`src/rtl/fetch_pkg.sv`:
```
// Shared types and constants for the instruction fetch front end.
// Contents:
//   XLEN          - architectural width of PCs and instruction words
//   PC_STEP       - byte distance between sequential instructions
//   fetch_state_e - fetch controller states
//   fetch_entry_t - one buffered {pc, inst} pair
//   align_pc()    - clears the byte-offset bits of an instruction address
package fetch_pkg;

    localparam int unsigned XLEN = 32;
    localparam logic [XLEN-1:0] PC_STEP = 32'd4;
    localparam logic [XLEN-1:0] PC_ALIGN_MASK = 32'hFFFF_FFFC;

    typedef enum logic [1:0] {
        StIdle,
        StRun,
        StDiscard
    } fetch_state_e;

    typedef struct packed {
        logic [XLEN-1:0] pc;
        logic [XLEN-1:0] inst;
    } fetch_entry_t;

    function automatic logic [XLEN-1:0] align_pc(input logic [XLEN-1:0] pc);
        return pc & PC_ALIGN_MASK;
    endfunction

endpackage

```
`src/rtl/fetch_queue.sv`:
```
// Small synchronous FIFO holding fetched {pc, inst} pairs for decode.
// Ports:
//   clk_i, rst_i   - clock, asynchronous active-low reset
//   push_i         - write push_data_i (ignored when full or flushing)
//   pop_i          - drop the head entry (ignored when empty or flushing)
//   flush_i        - empty the queue at the next edge; overrides push/pop
//   push_data_i    - entry to write
//   head_o         - oldest entry, all zeros when empty
//   count_o        - number of valid entries
module fetch_queue
    import fetch_pkg::*;
#(
    parameter int unsigned DEPTH = 4,
    parameter int unsigned CNT_W = $clog2(DEPTH) + 1
) (
    input  logic             clk_i,
    input  logic             rst_i,
    input  logic             push_i,
    input  logic             pop_i,
    input  logic             flush_i,
    input  fetch_entry_t     push_data_i,
    output fetch_entry_t     head_o,
    output logic [CNT_W-1:0] count_o
);

    localparam int unsigned PTR_W = (DEPTH > 1) ? $clog2(DEPTH) : 1;

    fetch_entry_t     mem_q [DEPTH];
    logic [PTR_W-1:0] wr_ptr_q;
    logic [PTR_W-1:0] rd_ptr_q;
    logic [CNT_W-1:0] count_q;
    logic             do_push;
    logic             do_pop;

    always_comb begin
        do_push = push_i && !flush_i && (count_q < CNT_W'(DEPTH));
        do_pop  = pop_i && !flush_i && (count_q != '0);
    end

    // DEPTH is a power of two, so the pointers wrap by natural overflow.
    always_ff @(posedge clk_i or negedge rst_i) begin
        if (!rst_i) begin
            wr_ptr_q <= '0;
            rd_ptr_q <= '0;
            count_q  <= '0;
        end else if (flush_i) begin
            wr_ptr_q <= '0;
            rd_ptr_q <= '0;
            count_q  <= '0;
        end else begin
            if (do_push) begin
                wr_ptr_q <= wr_ptr_q + PTR_W'(1);
            end
            if (do_pop) begin
                rd_ptr_q <= rd_ptr_q + PTR_W'(1);
            end
            count_q <= count_q + CNT_W'(do_push) - CNT_W'(do_pop);
        end
    end

    // Storage needs no reset; count_q gates everything that reads it.
    always_ff @(posedge clk_i) begin
        if (do_push) begin
            mem_q[wr_ptr_q] <= push_data_i;
        end
    end

    assign head_o  = (count_q != '0) ? mem_q[rd_ptr_q] : '0;
    assign count_o = count_q;

endmodule

```
`src/rtl/fetch_unit.sv`:
```
// Instruction fetch front end feeding the decode stage.
// Generates sequential PCs, fetches over a req/ack handshake, buffers {pc, inst}
// pairs and hands them to decode over valid/ready. A redirect flushes the buffer
// and restarts fetch at the target; a request already in flight is completed and
// its data dropped.
// Ports:
//   clk_i, rst_i       - clock, asynchronous active-low reset
//   start_i            - fetch enable; no new requests while low
//   redirect_i         - taken branch/jump pulse
//   redirect_pc_i      - redirect target (low two bits ignored)
//   imem_req_o         - instruction memory request
//   imem_addr_o        - request address, stable until ack
//   imem_ack_i         - request completes when imem_req_o && imem_ack_i
//   imem_data_i        - instruction word, valid with ack
//   inst_valid_o       - buffer head valid
//   inst_o, inst_pc_o  - head instruction and its PC (zero when empty)
//   inst_ready_i       - decode accepts the head
module fetch_unit
    import fetch_pkg::*;
#(
    parameter int unsigned     DEPTH    = 4,
    parameter logic [XLEN-1:0] RESET_PC = 32'h0000_0000
) (
    input  logic            clk_i,
    input  logic            rst_i,
    input  logic            start_i,
    input  logic            redirect_i,
    input  logic [XLEN-1:0] redirect_pc_i,
    output logic            imem_req_o,
    output logic [XLEN-1:0] imem_addr_o,
    input  logic            imem_ack_i,
    input  logic [XLEN-1:0] imem_data_i,
    output logic            inst_valid_o,
    output logic [XLEN-1:0] inst_o,
    output logic [XLEN-1:0] inst_pc_o,
    input  logic            inst_ready_i
);

    localparam int unsigned CNT_W = $clog2(DEPTH) + 1;

    fetch_state_e    state_q;
    logic [XLEN-1:0] fetch_pc_q;
    logic            req_q;
    logic [XLEN-1:0] addr_q;

    logic             hold;
    logic             push;
    logic             pop;
    logic             issue;
    logic [XLEN-1:0]  pc_next;
    logic [CNT_W-1:0] count;
    logic [CNT_W-1:0] count_next;
    fetch_entry_t     push_entry;
    fetch_entry_t     head;

    always_comb begin
        // hold: request stays outstanding into the next cycle
        hold = req_q && !imem_ack_i;
        // Data is kept only in RUN and only when no redirect makes it wrong-path.
        push = req_q && imem_ack_i && (state_q == StRun) && !redirect_i;
        pop  = inst_valid_o && inst_ready_i;

        if (redirect_i) begin
            pc_next = align_pc(redirect_pc_i);
        end else if (push) begin
            pc_next = fetch_pc_q + PC_STEP;
        end else begin
            pc_next = fetch_pc_q;
        end

        if (redirect_i) begin
            count_next = '0;
        end else begin
            count_next = count + CNT_W'(push) - CNT_W'(pop);
        end

        // A new request only starts with room guaranteed for its data.
        issue = start_i && (count_next < CNT_W'(DEPTH));
    end

    always_ff @(posedge clk_i or negedge rst_i) begin
        if (!rst_i) begin
            state_q    <= StIdle;
            fetch_pc_q <= RESET_PC;
            req_q      <= 1'b0;
            addr_q     <= RESET_PC;
        end else begin
            fetch_pc_q <= pc_next;
            req_q      <= hold || issue;
            addr_q     <= hold ? addr_q : pc_next;
            case (state_q)
                StIdle: begin
                    if (start_i) begin
                        state_q <= StRun;
                    end
                end
                StRun: begin
                    if (hold && redirect_i) begin
                        state_q <= StDiscard;
                    end else if (!start_i && !hold) begin
                        state_q <= StIdle;
                    end
                end
                StDiscard: begin
                    if (!hold) begin
                        state_q <= start_i ? StRun : StIdle;
                    end
                end
                default: state_q <= StIdle;
            endcase
        end
    end

    assign push_entry = '{pc: fetch_pc_q, inst: imem_data_i};

    fetch_queue #(
        .DEPTH (DEPTH),
        .CNT_W (CNT_W)
    ) u_queue (
        .clk_i       (clk_i),
        .rst_i       (rst_i),
        .push_i      (push),
        .pop_i       (pop),
        .flush_i     (redirect_i),
        .push_data_i (push_entry),
        .head_o      (head),
        .count_o     (count)
    );

    assign imem_req_o   = req_q;
    assign imem_addr_o  = addr_q;
    assign inst_valid_o = (count != '0);
    assign inst_o       = head.inst;
    assign inst_pc_o    = head.pc;

endmodule

```
`config.mk`:
```
export PLATFORM = sky130hd
export DESIGN_NAME = fetch_unit
export DESIGN_NICKNAME = d
export VERILOG_FILES = /design/src/rtl/fetch_pkg.sv /design/src/rtl/fetch_queue.sv /design/src/rtl/fetch_unit.sv
export SDC_FILE = /design/constraint.sdc
export NUM_CORES = 1
export LEC_CHECK = 0
export BUFFER_PORTS_ARGS = -buffer_cell sky130_fd_sc_hd__buf_2
export CORE_MARGIN = 1.5
export CORE_UTILIZATION = 55
export CTS_CLUSTER_DIAMETER = 50
export CTS_CLUSTER_SIZE = 16
export DETAILED_ROUTE_END_ITERATION = 16
export PLACE_DENSITY = 0.73
export REMOVE_ABC_BUFFERS = 1
export SYNTH_ARGS = -nofsm -noshare
export SYNTH_HDL_FRONTEND = slang
export SYNTH_SLANG_ARGS = --single-unit
```
`constraint.sdc`:
```
create_clock -name clk_i -period 7.25 [get_ports clk_i]
set_clock_uncertainty 0.1 [all_clocks]
set_input_delay 1.45 -clock clk_i [delete_from_list [all_inputs] [get_ports clk_i]]
set_output_delay 1.45 -clock clk_i [all_outputs]
set_load 0.05 [all_outputs]
```
==> results.sh, run 1 <==
export IMPL_status="completed"
export IMPL_vias_per_cell=5.721
export IMPL_hp_class="reg -> reg"
export IMPL_synthCells=766
export IMPL_die_h_um=158.7
export IMPL_critPathKind="reg -> out"
export IMPL_synth_edff_count=256
export IMPL_worstHoldStart="imem_addr_o[2]$_DFFE_PN0N_"
export IMPL_crit_required_ns=5.70
export IMPL_cts_root_buf="clkbuf_16"
export IMPL_fin_hold_ws_ns=0.3695
export IMPL_tightest_slew_ns=1.210
export IMPL_clock_fmax_ghz=0.2164
export IMPL_layout_common_cells="256 x edfxtp_1, 164 x buf_2, 72 x dfrtp_1, 68 x and2_1, 64 x mux4_2"
export IMPL_max_slew_margin_rel=0.1894
export IMPL_avgSynthCellArea_sq_um=17.41
export IMPL_n_antenna_cell=0
export IMPL_numPlacedInstances=1213
export IMPL_slowest_stage="dfrtp_4"
export IMPL_grt_overflow_total=0
export IMPL_power_density_nw_per_um2=373.0
export IMPL_start_kind="flop"
export IMPL_ff_latch_area_sq_um=9547
export IMPL_gp_congestion=0.7417
export IMPL_synth_ff_type="edfxtp_1"
export IMPL_wl_per_cell_um=20.77
export IMPL_cp_top_family="flip-flops"
export IMPL_hpwlAfterDp_um=14810
export IMPL_startpoint="u_queue.rd_ptr_q[0]$_DFFE_PN0P_"
export IMPL_hold_viol=0
export IMPL_ys_warn_count=0
export IMPL_p_total_w=0.005828
export IMPL_synth_cell_types=43
export IMPL_worstPathArrival_ns=3.07
export IMPL_track_usage=0.2169
export IMPL_drcViolationCount=0
export IMPL_maxCapViolCount=0
export IMPL_max_stage_delay_ns=1.12
export IMPL_vias=7294
export IMPL_die_area_sq_um=25190
export IMPL_seq_area_frac_synth=0.7154
export IMPL_cts_sinks=330
export IMPL_area_growth_pct=17.16
export IMPL_clkLatencyLatePin_ns=0.50
export IMPL_fin_nets=1010
export IMPL_multi_input_area_sq_um=3600
export IMPL_cts_resized=0
export IMPL_cts_max_level=2
export IMPL_first_pass_iters=4
export IMPL_clk_path_buf_depth=3
export IMPL_stdcell_count=1275
export IMPL_cts_tree="yes"
export IMPL_endpoint_kind="output port"
export IMPL_clk_pin_slew_worst_paths_ns=0.06
export IMPL_ir_drop_v=0.0003344
export IMPL_fin_crit_ns=4.621
export IMPL_rsz0062_at_grt="false"
export IMPL_post_cts_buffers=0
export IMPL_finalCoreUtilization=0.6616
export IMPL_worstPathCellList="buf_4, mux4_2, and2_1, buf_2"
export IMPL_grt_pass1_vias=7398
export IMPL_finalCritPeriodShare=0.6374
export IMPL_io_pins=168
export IMPL_layout_commonest_cell="edfxtp_1"
export IMPL_start_util=0.5647
export IMPL_numCtsBuffers=34
export IMPL_cellLeakagePower_nw=5.752
export IMPL_ys_ff_latch=330
export IMPL_dieWidth_um=158.7
export IMPL_drive_above_1_share=0.3441
export IMPL_drtAntennaViolNets=0
export IMPL_fin_setup_tns_ns=0
export IMPL_cp_max_fo=48
export IMPL_std_cell_rows=56
export IMPL_setup_violations=0
export IMPL_r2r_start="state_q[1]$_DFFE_PN0P_"
export IMPL_fill_cells=1648
export IMPL_core_area_sq_um=23610
export IMPL_synthArstFlopShare=0.2242
export IMPL_ctsHoldBuffers=0
export IMPL_r2r_slack_ns=4.24
export IMPL_antenna_found_initial=0
export IMPL_cp_buffers_inverters=2
export IMPL_drtIter0Drc=513
export IMPL_syn_cell_area_sq_um=13330
export IMPL_wirelength_um=26490
export IMPL_timing_final_max_slew_violations=0
export IMPL_grt_pass1_wl_um=42050
export IMPL_grt_max_degree=75
export IMPL_io_buffer_count=165
==> metrics by stage <==
step	setup slack [ns]	area, sq um
floorplan	2.122	13180
finish	2.629	15620
detailed placement	2.687	14460
global placement	2.723	14460
global route	2.337	15620
CTS	2.510	15620
==> report_power, final <==
group / switching [W] / internal [W]
Combinational: 0.00116 / 0.000542
Clock: 0.000730 / 0.00105
Sequential: 0.000175 / 0.00217
Total: 0.00207 / 0.00376
==> cells by family (layout without fill, tap and decap cells) <==
family,Yosys count,in the layout,share of synthesized area
flip-flops,330,330,0.7154
AND/OR/NAND/NOR,205,205,0.08633
multiplexers,89,89,0.1291
buffers and inverters,55,245,0.01567
AO/OA/AOI/OAI,51,51,0.02637
XOR/XNOR,25,25,0.01642
adder cells (fa/ha/maj),11,11,0.01070
==> cell type report <==
cell class,instances,share of cell area
Clock buffer,37,0.05927
Clock inverter,25,0.01538
Inverter,14,0.003364
Multi-Input combinational cell,381,0.2304
Sequential cell,330,0.6111
Tap cell,319,0.02555
Timing Repair Buffer,169,0.05494
==> layer usage <==
metal  share of wire  wire (um)  track usage
met5               0          0            0
met4           0.016        418      0.05065
met3           0.061       1615      0.04154
met2            0.49      12900       0.3529
met1            0.44      11550       0.3067
==> flip-flops by register name (all words and copies together), names as in the netlist <==
signal / cells
u_queue.count_o: 3
imem_req_o: 1
imem_addr_o: 32
u_queue.wr_ptr_q: 2
u_queue.rd_ptr_q: 2
u_queue.mem_q: 256
fetch_pc_q: 32
state_q: 2
==> worst paths after layout <==
check,end,cells after the start
max,inst_o[18],4
min,imem_addr_o[2]$_DFFE_PN0N_,2
max reg2reg,u_queue.mem_q[3][13]$_DFFE_PP_,3
min reg2reg,imem_addr_o[2]$_DFFE_PN0N_,2
max in group asynchronous,u_queue.rd_ptr_q[1]$_DFFE_PN0P_,1
min in group asynchronous,fetch_pc_q[30]$_DFF_PN0_,1
==> tightest hold or removal path, stage by stage (launching register included) <==
cell and delay [ns]:
dfrtp_1 0.34, nand2_1 0.05, nand2_1 0.05
==> synth_stat cells, types with 2 or more instances <==
cell      count  share of area
nor3_1        7         0.0026
o21ai_0      16         0.0060
and3_1       14         0.0066
edfxtp_1    256           0.58
mux2_2       24          0.020
nand4_1       7         0.0033
nand3_1      10         0.0038
nand3b_1      3         0.0017
a221o_1      11         0.0083
nor4_1       10         0.0047
o31ai_1       8         0.0045
a21oi_1       4         0.0015
buf_1         8         0.0023
and2_1       72          0.034
or4_1         6         0.0034
nor2b_1       5         0.0023
a31oi_1       8         0.0038
dfrtp_1      74           0.14
mux4_2       64           0.11
nand2_1      38          0.011
buf_2         2        0.00075
nor2_1       19         0.0053
and4_1        3         0.0020
inv_1        13         0.0037
ha_1          9         0.0084
xor2_1       18          0.012
or3_1         5         0.0023
xnor2_1       7         0.0046
clkbuf_1     31         0.0087
No activity file was read; power rests on OpenSTA's default activity.
==> run 2: changes to the inputs <==
CORE_UTILIZATION = 52   (was 55)
clock period = 3.75 ns   (was 7.25 ns; I/O delays follow)
==> results.sh, run 2 (synthesized netlist as in run 1, its figures left out) <==
export IMPL_drtIter0Drc=512
export IMPL_cts_root_buf="clkbuf_16"
export IMPL_timing_final_ws_setup_ns=0.3439
export IMPL_tightest_slew_ns=0.9660
export IMPL_layout_common_cells="256 x edfxtp_1, 164 x buf_2, 72 x dfrtp_1, 68 x and2_1, 64 x mux4_2"
export IMPL_cp_top_family="flip-flops"
export IMPL_die_area_sq_um=26610
export IMPL_dp_slack_ns=0.6311
export IMPL_core_area_sq_um=25180
export IMPL_clkLatencyLatePin_ns=0.51
export IMPL_post_cts_buffers=0
export IMPL_io_pins=168
export IMPL_fin_nets=1037
export IMPL_worstSetupPathDepth=4
export IMPL_drcViolationCount=0
export IMPL_critPathKind="reg -> out"
export IMPL_worst_r2r_cell_count=5
export IMPL_cellLeakagePower_nw=5.927
export IMPL_cp_buffers_inverters=2
export IMPL_ir_drop_v=0.0004997
export IMPL_drive_above_1_share=0.3581
export IMPL_gp_congestion=0.7733
export IMPL_cp_max_fo=28
export IMPL_drtAntennaViolNets=0
export IMPL_clk_path_buf_depth=3
export IMPL_layout_commonest_cell="edfxtp_1"
export IMPL_first_pass_iters=5
export IMPL_wl_per_cell_um=21.49
export IMPL_fin_crit_ns=3.406
export IMPL_grt_overflow_total=0
export IMPL_endpoint_kind="output port"
export IMPL_numPlacedInstances=1250
export IMPL_slowest_stage="dfrtp_4"
export IMPL_cts_max_level=2
export IMPL_hp_class="in -> async"
export IMPL_std_cell_rows=58
export IMPL_worstPathArrival_ns=2.56
export IMPL_largest_reg_flops=256
export IMPL_grt_max_degree=75
export IMPL_hpwlAfterDp_um=17540
export IMPL_numCtsBuffers=35
export IMPL_io_buffer_count=165
export IMPL_dieWidth_um=163.1
export IMPL_antenna_found_initial=0
export IMPL_fin_setup_tns_ns=0
export IMPL_cts_tree="yes"
export IMPL_n_antenna_cell=0
export IMPL_clk_pin_slew_worst_paths_ns=0.07
export IMPL_top_register="u_queue.mem_q"
export IMPL_p_total_w=0.01155
export IMPL_crit_required_ns=2.90
export IMPL_ctsHoldBuffers=0
export IMPL_cts_resized=0
export IMPL_worstPathCellList="buf_12, mux4_2, and2_1, buf_2"
export IMPL_finalCritPeriodShare=0.9083
export IMPL_clock_fmax_ghz=0.2936
export IMPL_power_density_nw_per_um2=720.3
export IMPL_status="completed"
export IMPL_max_slew_margin_rel=0.3560
export IMPL_vias_per_cell=5.740
export IMPL_timing_final_max_slew_violations=0
export IMPL_rsz0062_at_grt="false"
export IMPL_grt_pass1_vias=7826
export IMPL_setup_violations=0
export IMPL_max_stage_delay_ns=0.81
export IMPL_area_growth_pct=20.25
export IMPL_start_kind="flop"
export IMPL_cts_sinks=330
export IMPL_die_h_um=163.1
export IMPL_track_usage=0.2185
export IMPL_hold_viol=0
export IMPL_maxCapViolCount=0
export IMPL_vias=7537
export IMPL_stdcell_count=1313
export IMPL_grt_pass1_wl_um=43560
export IMPL_start_util=0.5295
export IMPL_wirelength_um=28210
-- run 2: changes by cell type in the layout (fill, tap and decap cells not counted), sizes merged --
cell / previous run / this run
buf: 169 / 195
clkinv: 13 / 7
clkbuf: 37 / 42
bufinv: 3 / 4
clkinvlp: 2 / 3
-- run 2: layout make-up --
type,count,area (sq um)
flip-flops and latches,330,9547
fillers,1787,9148
multi-input cells,381,3600
repair buffers,195,1179
clock buffers,42,975.9
well taps,330,412.9
clock inverters,21,267.8
inverters,14,52.55
-- run 2: power breakdown --
| part | leakage (nW) | internal (W) | total (W) | switching [W] |
|---|---|---|---|---|
| logic | 2.14 | 0.00110 | 0.00345 | 0.00235 |
| clock network | 0.602 | 0.00219 | 0.00364 | 0.00145 |
| registers | 3.18 | 0.00419 | 0.00446 | 0.000273 |
-- run 2: worst reg2reg max path: stages, from the launching register on --
cell and delay (ns):
dfrtp_1 0.57, and3_1 0.29, nand4_1 0.61, or4_1 0.72
a31oi_1 0.29, mux2_2 0.21
-- run 2: final timing paths --
path	from	to	slack [ns]
setup / recovery	u_queue.rd_ptr_q[0]$_DFFE_PN0P_	inst_pc_o[16]	0.34
hold / removal	rst_i	fetch_pc_q[21]$_DFF_PN0_	0.29
setup reg to reg	fetch_pc_q[13]$_DFF_PN0_	imem_addr_o[20]$_DFFE_PN0N_	0.92
hold reg to reg	imem_addr_o[1]$_DFFE_PN0N_	imem_addr_o[1]$_DFFE_PN0N_	0.36
max in group asynchronous	rst_i	u_queue.rd_ptr_q[1]$_DFFE_PN0P_	2.52
min in group clk_i	imem_addr_o[1]$_DFFE_PN0N_	imem_addr_o[1]$_DFFE_PN0N_	0.36
-- run 2: layer usage --
layer,wire length (um),vias up,track usage
li1,-,3370,-
met1,11760,3817,0.2940
met2,13930,301,0.3671
met3,1813,49,0.03809
met4,708,0,0.06631
met5,0,-,0
-- run 2: metrics by stage --
stage | hold slack (ns) | util | cell area [sq um]
final | 0.2876 | 0.6367 | 16030
after global routing | 0.3547 | 0.6367 | 16030
after CTS | 0.3207 | 0.6367 | 16030
after detailed placement | 0.3517 | 0.5874 | 14790
after global placement | 0.3509 | 0.5874 | 14790
after floorplan | 0.3544 | - | 13180
